**config.mk**
```make
export PLATFORM = sky130hd
export DESIGN_NAME = shift_arith_sequencer_flat
export DESIGN_NICKNAME = d
export VERILOG_FILES = /design/src/rtl/shift_arith_sequencer_pkg.sv /design/src/rtl/shift_arith_sequencer_if.sv /design/src/rtl/shift_arith_unit.sv /design/src/rtl/shift_arith_sequencer.sv /design/src/flat_wrapper.sv
export SDC_FILE = /design/constraint.sdc
export NUM_CORES = 1
export LEC_CHECK = 0
export CORE_ASPECT_RATIO = 0.75
export CORE_MARGIN = 3
export CORE_UTILIZATION = 38
export DETAILED_ROUTE_END_ITERATION = 6
export SLEW_MARGIN = 20
export SYNTH_ARGS = -nofsm -noshare
export SYNTH_HDL_FRONTEND = slang
export SYNTH_SLANG_ARGS = --single-unit
```
**constraint.sdc**
```tcl
create_clock -name clk -period 1.9 [get_ports clk]
set_input_delay 0.285 -clock clk [delete_from_list [all_inputs] [get_ports clk]]
set_output_delay 0.285 -clock clk [all_outputs]
set_load 0.005 [all_outputs]
```
**src/rtl/shift_arith_sequencer_pkg.sv**
```systemverilog
// Shared definitions for the shift/arith sequencer slice.
//   WIDTH / MUL_ITERS : operand width and multiply loop length (tied together)
//   OP_*              : opcode values carried on the command bus
//   ST_*              : sequencer state encoding
//   unit_out_t        : value/carry bundle returned by the combinational unit
package shift_arith_sequencer_pkg;

  localparam int WIDTH     = 4;
  localparam int MUL_ITERS = WIDTH;
  localparam int CNT_W     = $clog2(MUL_ITERS);

  localparam logic [2:0] OP_LSL    = 3'd0;
  localparam logic [2:0] OP_ASR    = 3'd1;
  localparam logic [2:0] OP_CONCAT = 3'd2;
  localparam logic [2:0] OP_ADD    = 3'd3;
  localparam logic [2:0] OP_MUL    = 3'd4;

  localparam logic [1:0] ST_IDLE = 2'd0;
  localparam logic [1:0] ST_EXEC = 2'd1;
  localparam logic [1:0] ST_MUL  = 2'd2;
  localparam logic [1:0] ST_DONE = 2'd3;

  typedef struct packed {
    logic [2*WIDTH-1:0] value;
    logic               carry;
  } unit_out_t;

  // Opcodes 0..3 finish in the combinational unit in a single EXEC cycle.
  function automatic logic op_is_single(input logic [2:0] op);
    return (op <= OP_ADD);
  endfunction

endpackage

```
**src/rtl/shift_arith_sequencer_if.sv**
```systemverilog
// Command/result bus between a command source and the sequencer.
//   start, op, a, b                   : command side (driven by master)
//   busy, done, result, carry, err    : status/result side (driven by slave)
interface shift_arith_sequencer_if;
  import shift_arith_sequencer_pkg::*;

  logic               start;
  logic [2:0]         op;
  logic [WIDTH-1:0]   a;
  logic [WIDTH-1:0]   b;
  logic               busy;
  logic               done;
  logic [2*WIDTH-1:0] result;
  logic               carry;
  logic               err;

  modport master (
    output start, op, a, b,
    input  busy, done, result, carry, err
  );

  modport slave (
    input  start, op, a, b,
    output busy, done, result, carry, err
  );

endinterface

```
**src/rtl/shift_arith_unit.sv**
```systemverilog
// Combinational datapath for the single-cycle opcodes.
//   a, b  : latched operands
//   op    : latched opcode (only 0..3 produce a value, others give zero)
//   out   : 2*WIDTH-bit value plus ADD carry-out
module shift_arith_unit
  import shift_arith_sequencer_pkg::*;
(
  input  logic [WIDTH-1:0] a,
  input  logic [WIDTH-1:0] b,
  input  logic [2:0]       op,
  output unit_out_t        out
);

  logic [WIDTH:0]   sum;
  logic [WIDTH-1:0] lsl;

  assign sum = {1'b0, a} + {1'b0, b};
  assign lsl = {a[WIDTH-2:0], 1'b0};

  always_comb begin
    out.value = '0;
    out.carry = 1'b0;
    case (op)
      OP_LSL:    out.value = {{WIDTH{1'b0}}, lsl};
      OP_ASR:    out.value = {{WIDTH{1'b0}}, a[WIDTH-1], a[WIDTH-1:1]};
      OP_CONCAT: out.value = {a, lsl};
      OP_ADD: begin
        out.value = {{WIDTH{1'b0}}, sum[WIDTH-1:0]};
        out.carry = sum[WIDTH];
      end
      default: begin
        out.value = '0;
        out.carry = 1'b0;
      end
    endcase
  end

endmodule

```
**src/rtl/shift_arith_sequencer.sv**
```systemverilog
// Multi-cycle command sequencer over a small shift/add datapath.
//   clk    : system clock, rising edge
//   reset  : synchronous, active-high, clears all state
//   bus    : slave side of the command/result bus (start/op/a/b in,
//            busy/done/result/carry/err out)
//
//   state   | meaning
//   --------+----------------------------------------------------------
//   IDLE    | waiting for start; latches op/a/b on accept
//   EXEC    | single-cycle op: load result/carry from shift_arith_unit
//   MUL     | shift-and-add loop, one multiplier bit per cycle
//   DONE    | done pulse for one cycle, start ignored here
module shift_arith_sequencer
  import shift_arith_sequencer_pkg::*;
(
  input  logic                   clk,
  input  logic                   reset,
  shift_arith_sequencer_if.slave bus
);

  logic [1:0]         state;
  logic [2:0]         op_q;
  logic [WIDTH-1:0]   a_q;
  logic [WIDTH-1:0]   b_q;
  logic [2*WIDTH-1:0] acc;
  logic [2*WIDTH-1:0] mcand;
  logic [WIDTH-1:0]   mplier;
  logic [CNT_W-1:0]   count;
  logic [2*WIDTH-1:0] result_q;
  logic               carry_q;
  logic               err_q;

  logic [2*WIDTH-1:0] acc_next;
  unit_out_t          unit_out;

  shift_arith_unit u_unit (
    .a   (a_q),
    .b   (b_q),
    .op  (op_q),
    .out (unit_out)
  );

  // Partial product added only when the current multiplier LSB is set.
  assign acc_next = mplier[0] ? (acc + mcand) : acc;

  always_ff @(posedge clk) begin
    if (reset) begin
      state    <= ST_IDLE;
      op_q     <= '0;
      a_q      <= '0;
      b_q      <= '0;
      acc      <= '0;
      mcand    <= '0;
      mplier   <= '0;
      count    <= '0;
      result_q <= '0;
      carry_q  <= 1'b0;
      err_q    <= 1'b0;
    end else begin
      case (state)
        ST_IDLE: begin
          if (bus.start) begin
            op_q  <= bus.op;
            a_q   <= bus.a;
            b_q   <= bus.b;
            err_q <= 1'b0;
            if (op_is_single(bus.op)) begin
              state <= ST_EXEC;
            end else if (bus.op == OP_MUL) begin
              state  <= ST_MUL;
              acc    <= '0;
              mcand  <= {{WIDTH{1'b0}}, bus.a};
              mplier <= bus.b;
              count  <= '0;
            end else begin
              // Illegal opcode: straight to DONE, previous result kept.
              state   <= ST_DONE;
              err_q   <= 1'b1;
              carry_q <= 1'b0;
            end
          end
        end

        ST_EXEC: begin
          result_q <= unit_out.value;
          carry_q  <= unit_out.carry;
          state    <= ST_DONE;
        end

        ST_MUL: begin
          acc    <= acc_next;
          mcand  <= mcand << 1;
          mplier <= mplier >> 1;
          count  <= count + 1'b1;
          if (count == CNT_W'(MUL_ITERS - 1)) begin
            result_q <= acc_next;
            carry_q  <= 1'b0;
            state    <= ST_DONE;
          end
        end

        ST_DONE: state <= ST_IDLE;

        default: state <= ST_IDLE;
      endcase
    end
  end

  assign bus.busy   = (state != ST_IDLE);
  assign bus.done   = (state == ST_DONE);
  assign bus.result = result_q;
  assign bus.carry  = carry_q;
  assign bus.err    = err_q;

endmodule

```
**src/flat_wrapper.sv**
```systemverilog
// flat-port wrapper written by rule: the top's interface ports become plain ports
module shift_arith_sequencer_flat import shift_arith_sequencer_pkg::*;
  (clk, reset, bus_start, bus_op, bus_a, bus_b, bus_busy, bus_done, bus_result, bus_carry, bus_err);
  shift_arith_sequencer_if bus_i ();
  input  logic clk;
  input  logic reset;
  input wire logic [$bits(bus_i.start)-1:0] bus_start;
  input wire logic [$bits(bus_i.op)-1:0] bus_op;
  input wire logic [$bits(bus_i.a)-1:0] bus_a;
  input wire logic [$bits(bus_i.b)-1:0] bus_b;
  output wire logic [$bits(bus_i.busy)-1:0] bus_busy;
  output wire logic [$bits(bus_i.done)-1:0] bus_done;
  output wire logic [$bits(bus_i.result)-1:0] bus_result;
  output wire logic [$bits(bus_i.carry)-1:0] bus_carry;
  output wire logic [$bits(bus_i.err)-1:0] bus_err;
  assign bus_i.start = bus_start;
  assign bus_i.op = bus_op;
  assign bus_i.a = bus_a;
  assign bus_i.b = bus_b;
  assign bus_busy = bus_i.busy;
  assign bus_done = bus_i.done;
  assign bus_result = bus_i.result;
  assign bus_carry = bus_i.carry;
  assign bus_err = bus_i.err;
  shift_arith_sequencer u_core (.clk(clk), .reset(reset), .bus(bus_i));
endmodule
```
* After elaboration in Yosys (flattened, before gate mapping) *
Cells that the tools add are included.

word-level totals
  register bits = 45
  input bits = 14
  output and inout bits = 12
  word-level logic and storage cells = 72

operators by class
  $add $sub $neg = 3
  magnitude comparators = 1
  equal/unequal tests = 13
  multiplexer cells = 33
  reductions and logical operators = 11

operators with widths
  kind                                                                    number
  8-bit two-way mux                                                       8
  8-bit case mux with 2 select lines                                      3
  8-bit case mux with 4 select lines                                      1
  2-bit two-way mux                                                       6
  4-bit two-way mux                                                       3
  8-bit adder                                                             1
  1-bit two-way mux                                                       8
  2-bit case mux with 4 select lines                                      1
  4-bit case mux with 2 select lines                                      1
  2-bit == test (second input constant)                                   3
  3-bit by 2-bit == test with 1-bit output (second input constant)        2
  2-bit != test (second input constant)                                   3
  2-bit AND reduction                                                     3
  2-bit nonzero test                                                      3
  4-bit by 4-bit adder with 5-bit output                                  1
  5-bit AND reduction                                                     1
  2-bit by 1-bit != test with 1-bit output (second input constant)        2
  2-bit case mux with 2 select lines                                      1
  4-bit AND reduction                                                     1
  3-bit by 1-bit == test with 1-bit output (second input constant)        1
  3-bit == test (second input constant)                                   1
  3-bit by 2-bit <= comparator with 1-bit output (second input constant)  1
  3-bit logical NOT                                                       1
  1-bit case mux with 3 select lines                                      1
  other kinds (4)                                                         4

* Longest topological paths before layout *
Gate-level depths: netlist of run 1.

  depth in word-level cells = 5
  gate-level depth with buffers = 9
  mapped depth without buffers = 8

* Modules after synthesis *
A second synthesis of run 1 with hierarchy kept.

second synthesis, totals
  cell total of the unflattened synthesis = 312
  area, all modules = 2591.2 um^2

modules (own cells, without submodules)
  module                 instances  cells each  area each (um^2)  seq. area each (um^2)
  shift_arith_sequencer  1          275         2314.7            900.9
  shift_arith_unit       1          37          276.5             0.0

* Least setup slack after synthesis of run 1 *
OpenSTA, ideal clock, no wires.

  path type = register to register
  start = register u_core.mcand[0]
  end = register u_core.result_q[6], in the netlist u_core.bus.result[6]
  setup time = 0.091 ns
  data arrival time = 1.811 ns
  required time = 1.809 ns
  setup slack = -0.002 ns
  cell stages (with the launch flop) = 8
  buffers on the path = 0
  clock period less this slack = 1.902 ns
  cells stage by stage = dfxtp_1 ha_1 fa_1 a211o_1 a21oi_1 mux2i_1 o21ai_1 a311oi_1

between the ends
  word-level cells in the longest chain between the ends = 4

RTL lines
  item                                RTL line                     text
  from (decl)                         shift_arith_sequencer.sv:26  logic [2*WIDTH-1:0] mcand;
  from (signal assigned)              shift_arith_sequencer.sv:72  mcand <= {{WIDTH{1'b0}}, bus.a};
  from (signal assigned)              shift_arith_sequencer.sv:92  mcand <= mcand << 1;
  8-bit adder                         shift_arith_sequencer.sv:44  assign acc_next = mplier[0] ? (acc + mcand) : acc;
  8-bit two-way mux                   shift_arith_sequencer.sv:44
  8-bit two-way mux                   shift_arith_sequencer.sv:95  if (count == CNT_W'(MUL_ITERS - 1)) begin
  8-bit case mux with 2 select lines  shift_arith_sequencer.sv:60  case (state)
  to (signal assigned)                shift_arith_sequencer.sv:85  result_q <= unit_out.value;
  to (signal assigned)                shift_arith_sequencer.sv:96  result_q <= acc_next;
  to (decl)                           shift_arith_sequencer.sv:29  logic [2*WIDTH-1:0] result_q;

No other way between the ends. The select of a mux whose other input is x is not followed.
A chain may end at the register's enable or synchronous reset.

* Worst setup path in the final report of run 1 *
  start = register u_core.state[0]
  end = output bus_busy

between the ends
  word-level cells in the longest chain between the ends = 1

RTL lines
  item                    RTL line                      text
  from (decl)             shift_arith_sequencer.sv:21   logic [1:0] state;
  from (signal assigned)  shift_arith_sequencer.sv:48   state <= ST_IDLE;
  from (signal assigned)  shift_arith_sequencer.sv:68   state <= ST_EXEC;
  from (signal assigned)  shift_arith_sequencer.sv:70   state <= ST_MUL;
  2-bit nonzero test      shift_arith_sequencer.sv:109  assign bus.busy = (state != ST_IDLE);
  to (decl)               flat_wrapper.sv:11            output wire logic [$bits(bus_i.busy)-1:0] bus_busy;

No other way between the ends.

==> flow_summary.yaml, run 1 <==
placement:
  portBuffers: 25
  dp_hpwl_mm: 5.180
  gp_congestion: 0.8037
  dp_slack_ps: -75.46
grt:
  antenna_found_initial: 0
  grt_pass1_wl_mm: 11.21
  grt_pass1_vias: 2185
  grt_max_degree: 22
  grtUsageTotal_pct: 18.63
  overflow: 0
sta:
  tns_ps: 0
  clock.fmax_ghz: 0.5322
  slew_viol_final: 0
  skew_ps: 6.234
  fin_crit_ps: 1879
  finalHoldViolCount: 0
  setup_viol: 0
  worst_slack_ps: 21.01
  fin_crit_sh_pct: 98.89
  relSlewSlack_pct: 72.81
  rsz0062_at_grt: "yes"
  tightest_slew_ps: 406.0
clock_network:
  clockRootBuffer: "clkbuf_8"
  ctsHoldBuffers: 0
  clkTransAtPathRegs_ps: 90
  clock_path_buffers: 2
  numCtsBuffers: 5
  clkSinkCount: 45
  cts_tree: "done"
  clock_latency_ps: 300
  htree_levels: 2
route:
  drt-total-wl_mm: 6.971
  drc_errors: 0
  ant_nets: 0
  drt_iter0_drc: 133
  viasPerCell: 5.383
  vias: 2304
  firstDrtPassIters: 4
  wl_per_cell_um: 16.29
finish:
  fin_nets: 382
  layout-drive-gt1-share_pct: 23.14
  area_delta_synth_final_pct: 31.05
  diodes: 0
  fillers: 564
yosys:
  syn_avg_cell_area_um2: 8.369
  yosys-top-cells-area: "dfxtp_1 36%, ha_1 8.5%, nand2_1 6.3%"
  ys_warn_count: 0
  syn_inst: 299
  syn-cell-area_mm2: 0.002502
  synthDistinctLibCells: 53
  async_flop_share_pct: 0
  ys_seq_area_share_pct: 36.00
  yosys-top-cells-count: "45 x dfxtp_1, 42 x nand2_1, 32 x nor2_1, 30 x a21oi_1, 17 x ha_1"
  synth_seq_cells: 45
  synth_top_flop_cell: "dfxtp_1"
  synth_most_common_cell: "dfxtp_1"
  synth.top_cell.area_share_pct: 36.00
  yosysTopAreaCell: "dfxtp_1"
  synth_nets: 332
  synth_edf_count: 0
floorplanning:
  row_count: 24
  design.die.area_mm2: 0.007605
  start_util_pct: 41.05
  die_h_um: 76.28
  io_pins: 26
  core_area_mm2: 0.006096
  die_w_um: 99.71
critical_path:
  path_max_fanout: 3
  r2r_slack_ps: 30
  r2r-start: "u_core.mcand[0]"
  r2r_end: "u_core.bus.result[6]"
  cp-start-kind: "register"
  r2r_cells: 7
  critPathArrivalTime_ps: 1590
  end_kind: "output pin"
  cp.required_ps: 1620
  worstSetupPathType: "register to output pin"
power:
  p_leak_nw: 1.269
  p_per_area_mw_per_mm2: 1144
  peakVddDrop_v: 0.0004733
flow_run:
  drv_cap: 0
min_path:
  hp-class: "register to register"
  hp-start: "u_core.count[1]"
  hold_path_depth: 2
  holdPathEnd: "u_core.count[1]"
status:
  outcome: "complete, no violations"
==> through the flow <==
step	cells	hold slack (ps)	util [%]	instance area (µm²)	total power, mW
after floorplan	299	421.0	-	2506	2.206
after global placement	416	446.8	49.12	2994	2.836
after detailed placement	416	453.5	49.12	2994	2.844
after CTS	426	466.2	52.01	3171	3.640
after global routing	428	487.8	53.80	3279	3.996
final	428	465.4	53.80	3279	3.751
==> kinds of logic (layout without fill, tap and decap cells) <==
| logic type | Yosys count | count (layout) | share of synthesized area (%) |
|---|---|---|---|
| compound gates | 86 | 86 | 23.05 |
| xor+xnor | 4 | 4 | 1.400 |
| fa+ha+maj | 19 | 19 | 10.10 |
| buf+inv | 27 | 78 | 5.800 |
| flops | 45 | 45 | 36.00 |
| mux | 11 | 11 | 4.500 |
| simple gates | 107 | 107 | 19.15 |
==> state kept, by name, summed over array words and instances (netlist names) <==
name and count:
u_core.bus.carry 1, u_core.a_q 4, u_core.bus.result 8, u_core.bus.err 1
u_core.acc 8, u_core.b_q 4, u_core.state 2, u_core.op_q 3
u_core.count 2, u_core.mplier 4, u_core.mcand 8
==> critical path, stage by stage (launching register included) <==
cell and delay, ps:
dfxtp_2 340, inv_1 100, ha_4 200, inv_2 60, buf_4 100, clkdlybuf4s50_1 490
==> where the power goes <==
part	switching, mW	leakage [nW]	internal (mW)	total, mW
registers	0.154	0.371	1.12	1.28
logic	0.894	0.841	0.813	1.71
clock network	0.338	0.0574	0.428	0.766
==> placed cells by master, fill, tap and decap left out, drive strengths merged, types with 2 or more instances in the layout <==
cell	instances
clkbuf	6
a222oi	2
nor3b	2
mux2i	9
mux2	2
a311oi	4
nor3	5
nor2	32
a22oi	3
dfxtp	45
fa	2
and2	2
a211oi	16
inv	10
ha	17
a21o	2
nor2b	4
o21a	2
o21ai	12
and3	2
nand3	6
a211o	2
clkdlybuf4s50	25
xnor2	2
o211ai	2
nand2	44
xor2	2
or3	2
buf	35
or2	3
nand3b	2
o22ai	3
a21oi	30
==> worst max-delay path by stage <==
| stage | start | to | cells past startpoint | slack [ps] |
|---|---|---|---|---|
| 2_1_floorplan | u_core.mcand[0] | u_core.bus.result[4] | 7 | 10 |
| 3_3_place_gp | bus_op[2] | u_core.mcand[4] | 6 | -10 |
| 3_5_place_dp | u_core.mcand[0] | u_core.bus.result[6] | 7 | -80 |
| 4_1_cts | u_core.mcand[0] | u_core.bus.result[6] | 7 | -10 |
| 5_1_grt | u_core.mcand[0] | u_core.bus.result[6] | 7 | -100 |
| 6_report | u_core.state[0] | bus_busy | 5 | 20 |
==> cell type report <==
cell class / instances / area, µm² / share of cell area (%)
Timing Repair Buffer: 60 / 538.0 / 16.41
Sequential cell: 45 / 918.4 / 28.00
Clock inverter: 2 / 37.54 / 1.145
Tap cell: 78 / 97.59 / 2.976
Clock buffer: 6 / 82.58 / 2.518
Multi-Input combinational cell: 227 / 1565 / 47.73
Inverter: 10 / 40.04 / 1.221
==> routing by layer <==
layer / wire [µm] / track usage, %
met2: 2757 / 25.03
met4: 47 / 4.502
met1: 3813 / 29.14
met3: 353 / 4.575
met5: 0 / 0
==> what timing repair did <==
action	CTS	global route
setup endpoints to repair	11	20
gates resized for setup	12	21
pin swaps	2	11
setup buffers	2	2
No activity file was read; power rests on OpenSTA's default activity.
==> run 2: changes to the inputs <==
Settings changed: MAX_ROUTING_LAYER set to met4.
==> flow_summary.yaml, run 2 (same netlist as run 1, synthesis figures left out) <==
grt:
  grt_max_degree: 22
  grt_pass1_wl_mm: 11.23
  grt_pass1_vias: 2183
  grtUsageTotal_pct: 19.16
  global_route.usage.met3_pct: 4.300
  gr-max-usage-layer: "met1"
  met2_usage_pct: 24.90
  antenna_found_initial: 0
  grtUsageMet1_pct: 29.42
  overflow: 0
sta:
  fin_crit_ps: 1883
  slew_viol_final: 0
  rsz0062_at_grt: "yes"
  worst_slack_ps: 17.46
  tightest_slew_ps: 399.1
  skew_ps: 7.198
  relSlewSlack_pct: 73.28
  hold_slack_ps: 466.3
  setup_viol: 0
  fin_crit_sh_pct: 99.08
  clock.fmax_ghz: 0.5312
  finalHoldViolCount: 0
floorplanning:
  die_w_um: 99.71
  core_area_mm2: 0.006096
  io_pins: 26
  row_count: 24
  design.die.area_mm2: 0.007605
  start_util_pct: 41.05
  die_h_um: 76.28
status:
  outcome: "complete, no violations"
route:
  ant_nets: 0
  wl_per_cell_um: 16.34
  drt_iter0_drc: 162
  drt-total-wl_mm: 6.995
  viasPerCell: 5.400
  drc_errors: 0
  firstDrtPassIters: 4
  vias: 2311
critical_path:
  path_max_fanout: 3
  r2r_cells: 7
  crit_family: "buffers and inverters"
  end_kind: "output pin"
  critPathSlowestCell: "clkdlybuf4s50_1"
  path_cells: "inv_1 > ha_4 > inv_2 > buf_4 > clkdlybuf4s50_1"
  worstSetupPathType: "register to output pin"
  worst-path-stages: 5
  cp-start-kind: "register"
  path_buf_inv: 4
  slowest_delay_ps: 490
  critPathArrivalTime_ps: 1600
  cp.required_ps: 1620
min_path:
  hp-class: "register to register"
  hold_path_depth: 2
power:
  p_leak_nw: 1.270
  intPower_mw: 2.367
  p_clk_share_pct: 20.5
  power_frac_seq_pct: 34.0
  p_per_area_mw_per_mm2: 1145
  pwr-share-comb_pct: 45.5
  peakVddDrop_v: 0.0004737
  switchingPower_mw: 1.392
  sw_frac_of_total_pct: 37.02
clock_network:
  ctsHoldBuffers: 0
  clock_latency_ps: 300
  htree_levels: 2
  numCtsBuffers: 5
  clockRootBuffer: "clkbuf_8"
  clock_path_buffers: 2
  cts_tree: "done"
  clkSinkCount: 45
  clkTransAtPathRegs_ps: 90
finish:
  utilization_pct: 53.86
  mostFrequentLayoutCell: "nand2_1"
  diodes: 0
  postLayoutCellArea_mm2: 0.003283
  area_delta_synth_final_pct: 31.20
  layout-drive-gt1-share_pct: 23.43
  fin_nets: 382
  final_cell_mix: "42 x nand2_1, 35 x dfxtp_1, 33 x buf_4"
placement:
  dp_slack_ps: -75.46
  dp_hpwl_mm: 5.180
  post_dp_cell_area_mm2: 0.002994
  gp_congestion: 0.8153
  portBuffers: 25
flow_run:
  drv_cap: 0
==> run 2: cell counts in the layout (fill, tap and decap cells not counted) <==
Identical to the previous run, type by type.
==> run 2: what timing repair did <==
action                                  4_1_cts  5_1_grt
pin swaps                                     2       11
resized for setup                            12       22
setup buffers                                 2        2
endpoints found under the setup margin       11       20
==> run 2: power groups by stage <==
stage               Sequential (mW)  Combinational (mW)  Clock (mW)
global placement               1.27                1.57           0
finish                         1.28                1.71       0.769
detailed placement             1.27                1.57           0
floorplan                      1.24               0.965           0
global route                   1.30                1.89       0.817
CTS                            1.26                1.60       0.783
==> run 2: path summary, 6_finish.rpt <==
check,endpoint,slack (ps),from
worst min-delay path,u_core.count[1],470,u_core.count[1]
worst min register to register,u_core.count[1],470,u_core.count[1]
worst max register to register,u_core.bus.result[6],30,u_core.mcand[0]
worst max-delay path,bus_busy,20,u_core.state[0]
==> run 2: layout make-up <==
type | count | area [µm²]
clock buffers | 6 | 82.58
clock inverters | 2 | 37.54
fillers | 565 | 2813
inverters | 10 | 40.04
multi-input cells | 227 | 1569
flip-flops and latches | 45 | 918.4
well taps | 78 | 97.59
repair buffers | 60 | 538.0
==> run 2: per-stage QoR <==
step,instances,total power [mW],setup TNS (ps)
floorplan,299,2.206,0
global placement,416,2.836,-59.89
detailed placement,416,2.844,-324.3
CTS,426,3.640,-12.72
global route,428,4.003,-307.9
finish,428,3.759,0
==> run 2: tightest hold or removal path, stage by stage, from the launching register on <==
cell	delay, ps
dfxtp_1	320
nand2_1	50
a21oi_1	50
==> run 2: per-layer routing <==
layer | up-vias | wire length, µm
li1 | 1175 | -
met1 | 1078 | 3848
met2 | 55 | 2828
met3 | 3 | 299
met4 | 0 | 17
met5 | - | 0
==> RTL edit 1 (config.mk and constraints of run 2) <==
The package constant `WIDTH` goes from 4 to 8.
--- a/src/rtl/shift_arith_sequencer_pkg.sv
+++ b/src/rtl/shift_arith_sequencer_pkg.sv
@@ -5,7 +5,7 @@
 //   unit_out_t        : value/carry bundle returned by the combinational unit
 package shift_arith_sequencer_pkg;
 
-  localparam int WIDTH     = 4;
+  localparam int WIDTH     = 8;
   localparam int MUL_ITERS = WIDTH;
   localparam int CNT_W     = $clog2(MUL_ITERS);
 
Ports: changed (resized bus_a, bus_b and bus_result); port bits go from 26 to 42. No check against the original RTL was run, so the function may have changed too.
==> RTL edit 1 against run 2 <==
The flow now finishes with violations (setup timing); setup slack lost 0.65 ns; maximum frequency shrank 26%; sequential power grew 79%; total power grew 99%; wire length grew 120%; via count grew 110%; synthesized area grew 87%; sequential cell count grew 37; cell area grew 110%; critical path type is now flop to flop; largest power group unchanged.
==> RTL edit 1: results (changes against run 2) <==
Logic synthesis
  – Syn nets: 634 (+91%)
  – Top cells by count, synth: dfxtp_1, nand2_1, a21oi_1
  – Top cells by area, synth: dfxtp_1, ha_1, a21oi_1

Critical path
  – Critical path class: flop to flop
  – Worst Path Arrival: 2.82 ns (+1.22 ns)
  – Reg2reg path depth: 9 (+2)
  – Worst R2R End: u_core.bus.result[12]

Timing
  – Setup ws final: -0.635 ns (-0.653 ns)
  – Worst-Margin Slew: 0.463 ns (+0.0643 ns)
  – Setup-failing EPs final: 25 (+25)

Routing
  – First DRT Iteration DRCs: 324 (+100%)

Clock tree
  – Cts repair resizes: 27 (+15)
  – CTS Buf Count: 9 (+4)
  – Clock Latency Late Sink: 0.34 ns (+0.04 ns)
  – Worst-path clk slew: 0.06 ns (-0.03 ns)

Global route
  – Vias in the first global route: 4767 (+120%)
  – GRT met1 Usage: 32.2% (+2.7 points)
  – First-pass GRT wire length: 24600 um (+120%)
  – Met2 usage: 35.5% (+11 points)

Outcome
  – Failing checks: setup timing
  – Outcome: finished with violations

Finish
  – Final-stage net count: 766 (+100%)
  – Fill count: 1094 (+94%)
  – Layout cells sized above 1: 28.4% (+5.0 points)

Worst hold path
  – Min-Delay Path Class: input pin to flop

Pwr
  – Leakage power total: 2.74 nW (+120%)
  – IR drop worst, VDD: 0.590 mV (+25%)

Placement
  – IO buf count: 41 (+64%)
-- RTL edit 1: cell count changes after synthesis, moves of 7 or more --
cell | run 2 | this run
o21ai_0 | 6 | 19
nor2_1 | 32 | 57
ha_1 | 17 | 29
a21oi_1 | 30 | 63
mux2i_1 | 9 | 22
dfxtp_1 | 45 | 82
a21o_1 | 2 | 14
a211oi_1 | 15 | 23
clkbuf_1 | 6 | 24
buf_1 | 0 | 11
nand2_1 | 42 | 80
nand3_1 | 6 | 22
nor3_1 | 5 | 12
-- RTL edit 1: kinds of logic after synthesis --
logic type | synth area share, %
AOI/OAI and AO/OA | 25.0
adders and majority gates | 8.60
xor gates and xnor gates | 1.87
muxes | 5.42
DFF | 35.1
buffers and inverters | 3.95
and+or+nand+nor | 20.1
-- RTL edit 1: stage by stage --
stage	instances	TNS, ns	hold WS [ns]	setup slack (ns)	area (um2)
after CTS	877	-8.87	0.325	-0.584	6550
after detailed placement	850	-13.80	0.454	-0.583	6040
after floorplan	581	-3.34	0.413	-0.450	4770
final	880	-9.94	0.344	-0.635	6750
after global placement	850	-11.84	0.443	-0.548	6040
after global routing	880	-12.21	0.365	-0.698	6750
-- RTL edit 1: power by group through the flow --
stage               registers (W)  clock network [W]  logic, W
finish                    0.00229            0.00185   0.00334
global route              0.00232            0.00195   0.00363
CTS                       0.00228            0.00188   0.00315
detailed placement        0.00230                  0   0.00306
global placement          0.00229                  0   0.00300
floorplan                 0.00226                  0   0.00168
-- RTL edit 1: area by class of cell --
| class | count | area, um2 | share of cell area, % |
|---|---|---|---|
| Tap cell | 162 | 203 | 3.00 |
| Sequential cell | 82 | 1660 | 24.6 |
| Clock buffer | 12 | 267 | 3.95 |
| Inverter | 13 | 48.8 | 0.722 |
| Multi-Input combinational cell | 450 | 3180 | 47.1 |
| Clock inverter | 4 | 48.8 | 0.722 |
| Timing Repair Buffer | 157 | 1350 | 19.9 |
-- RTL edit 1: how the worst min path moves through the flow --
stage	end	startpoint
global placement	u_core.count[1]	u_core.count[1]
CTS	u_core.bus.result[6]	reset
finish	u_core.bus.result[6]	reset
floorplan	u_core.a_q[1]	bus_a[1]
global route	u_core.bus.result[7]	reset
detailed placement	u_core.count[1]	u_core.count[1]
-- RTL edit 1: metal layers --
metal | vias to the layer above | wire [um] | share of wire [%]
met5 | - | 0 | 0
met4 | 0 | 216 | 1.4
met3 | 22 | 761 | 4.9
met2 | 131 | 6750 | 44
met1 | 2325 | 7790 | 50
li1 | 2388 | - | -
-- RTL edit 1: worst reg2reg max path, cell delays in order (launching register included) --
cell and delay, ns:
dfxtp_2 0.33, ha_4 0.16, fa_2 0.34, a21o_1 0.16, a21o_1 0.20, a2111oi_4 0.41, or3_4 0.22, a31oi_4 0.08
or4b_1 0.48, nand3_1 0.10
==> RTL edit 2 (config.mk and constraints of run 2) <==
Made on the original files. Make the reset (`reset`) asynchronous in one clocked block.
--- a/src/rtl/shift_arith_sequencer.sv
+++ b/src/rtl/shift_arith_sequencer.sv
@@ -43,7 +43,7 @@
   // Partial product added only when the current multiplier LSB is set.
   assign acc_next = mplier[0] ? (acc + mcand) : acc;
 
-  always_ff @(posedge clk) begin
+  always_ff @(posedge clk or posedge reset) begin
     if (reset) begin
       state    <= ST_IDLE;
       op_q     <= '0;
Function: differs if reset is asserted again (counterexample within 4 cycles, from zero or initial values and one cycle with reset high); with reset held inactive, the same outputs for 10 cycles.
==> RTL edit 2 against run 2 <==
The flow now finishes with violations (setup timing); setup slack got worse by 0.025 ns; wire length shrank 2.6%; register-to-register slack worse by 0.04 ns; total power increased by 44%; sequential cell count is the same; cell area rose by 8.2%; via count decreased by 3.9%; utilization increased by 0.46 points; critical path depth is 2 higher; synthesized area increased by 6.7%.
==> RTL edit 2: results (changes against run 2) <==
Outcome
  – Outcome: finished with violations
  – Failing checks: setup timing

Pwr
  – Combinational Power Share: 55.6% (+10 points)
  – Leakage power total: 1.55 nW (+22%)
  – Internal cell power: 0.00322 W (+36%)
  – Sw Ratio: 40.3% (+3.3 points)
  – Clock share of power: 12.4% (-8.1 points)
  – IR drop worst, VDD: 0.804 mV (+70%)

Routing
  – Vias: 2221 (-3.9%)
  – First DRT Iteration DRCs: 100 (-38%)
  – Final wirelength: 6810 um (-2.6%)

Critical path
  – Critical R2R Launch: u_core.acc[0]
  – Worst Path Arrival: 2.14 ns (+0.54 ns)
  – Worst R2R End: u_core.bus.result[6]
  – Crit Path Max Fanout: 2 (-1)

Global route
  – First-pass GRT wire length: 11500 um (+2.5%)
  – All-Layer GR Usage: 19.0% (-0.15 points)
  – Vias in the first global route: 2325 (+6.5%)

Placement
  – Placed Area: 3290 um2 (+9.8%)
  – RePlAce Congestion: 0.845 (+3.6%)
  – # placed instances: 407 (-2.2%)
  – Dpl ws: -0.119 ns (-0.0435 ns)
  – Detail Placement HPWL: 5030 um (-2.8%)

Logic synthesis
  – Top cells by count, synth: nand2_1, dfrtp_1, o21ai_0
  – Top_reg_cell synth: dfrtp_1
  – Synth warn: 0 (unchanged)
  – Top cells by area, synth: dfrtp_1, ha_1, nand2_1
  – Mean Syn Cell Area: 9.60 um2 (+15%)
  – Synth cell types: 45 (-15%)
  – Mux cell area share after synthesis: 10.8% (+6.3 points)
  – Syn nets: 310 (-6.6%)
  – Fraction of the mapped netlist area in compound gates: 17.3% (-5.7 points)
  – Async SR Flop Fraction: 100% (+100 points)
  – Synth Area in XOR/XNOR: 1.31% (-0.088 points)
  – Post-synthesis adder-cell area fraction: 9.00% (-1.1 points)

Finish
  – Final non-filler cell total: 425 (-0.70%)
  – Final-stage net count: 375 (-1.8%)
  – Layout cells sized above 1: 27.3% (+3.9 points)
  – Area taken by multi-input logic gates: 1560 um2 (-0.40%)
  – Fill count: 609 (+7.8%)

Timing
  – Worst-Margin Slew: 0.481 ns (+0.0816 ns)
  – Hold WS: 0.325 ns (-0.141 ns)
  – Setup-failing EPs final: 1 (+1)
  – Setup ws final: -0.00730 ns (-0.0248 ns)
  – Post-route setup TNS: -0.00730 ns (-0.00730 ns)
  – Clock Skews: 0.00898 ns (+0.00179 ns)

Worst hold path
  – Min-Delay Path Class: input pin to async pin
## RTL edit 2: cell types whose count changed in the layout (fill, tap and decap cells not counted), moves of 15 or more
cell      before  now
dfrtp_1        0   43
o21ai_0        6   21
dfxtp_1       35    0
a211oi_1      15    0
a21oi_1       26   11
nor2_1        32    9
## RTL edit 2: timing repair
| item | CTS | global route |
|---|---|---|
| hold endpoints to repair | 0 | 0 |
| gates resized for setup | 9 | 9 |
| buffers inserted | 6 | 4 |
| pin swaps | 8 | 7 |
| hold buffers | 0 | 0 |
| setup endpoints to repair | 7 | 11 |
## RTL edit 2: how the worst max path moves through the flow
stage | startpoint | endpoint | slack (ns) | depth (start not counted)
floorplan | u_core.mcand[0] | u_core.bus.result[4] | -0.04 | 7
global placement | u_core.mcand[0] | u_core.bus.result[4] | -0.07 | 7
detailed placement | u_core.mcand[0] | u_core.bus.result[4] | -0.12 | 7
CTS | u_core.acc[0] | u_core.bus.result[6] | -0.01 | 7
global route | u_core.mcand[0] | u_core.bus.result[6] | -0.13 | 7
finish | u_core.acc[0] | u_core.bus.result[6] | -0.007 | 7
## RTL edit 2: per-layer routing
layer,share of wire [%],routed length (um),up-vias,track usage [%]
met5,0,0,-,-
met4,1.1,78,0,4.92
met3,4.0,275,10,3.55
met2,43,2910,37,26.4
met1,52,3550,1052,28.3
li1,-,-,1122,-
## RTL edit 2: layout make-up
cell class	count	area share [%]
inverters	10	1.06
multi-input cells	211	44.0
flip-flops and latches	45	31.8
repair buffers	70	17.4
well taps	81	2.85
clock buffers	7	2.71
clock inverters	1	0.141
## RTL edit 2: critical path, stage by stage (launching register included)
cell	delay, ns
dfrtp_1	0.39
ha_2	0.20
fa_2	0.34
a21o_1	0.22
a221oi_2	0.24
mux2i_1	0.21
a31oi_1	0.07
a31oi_1	0.18
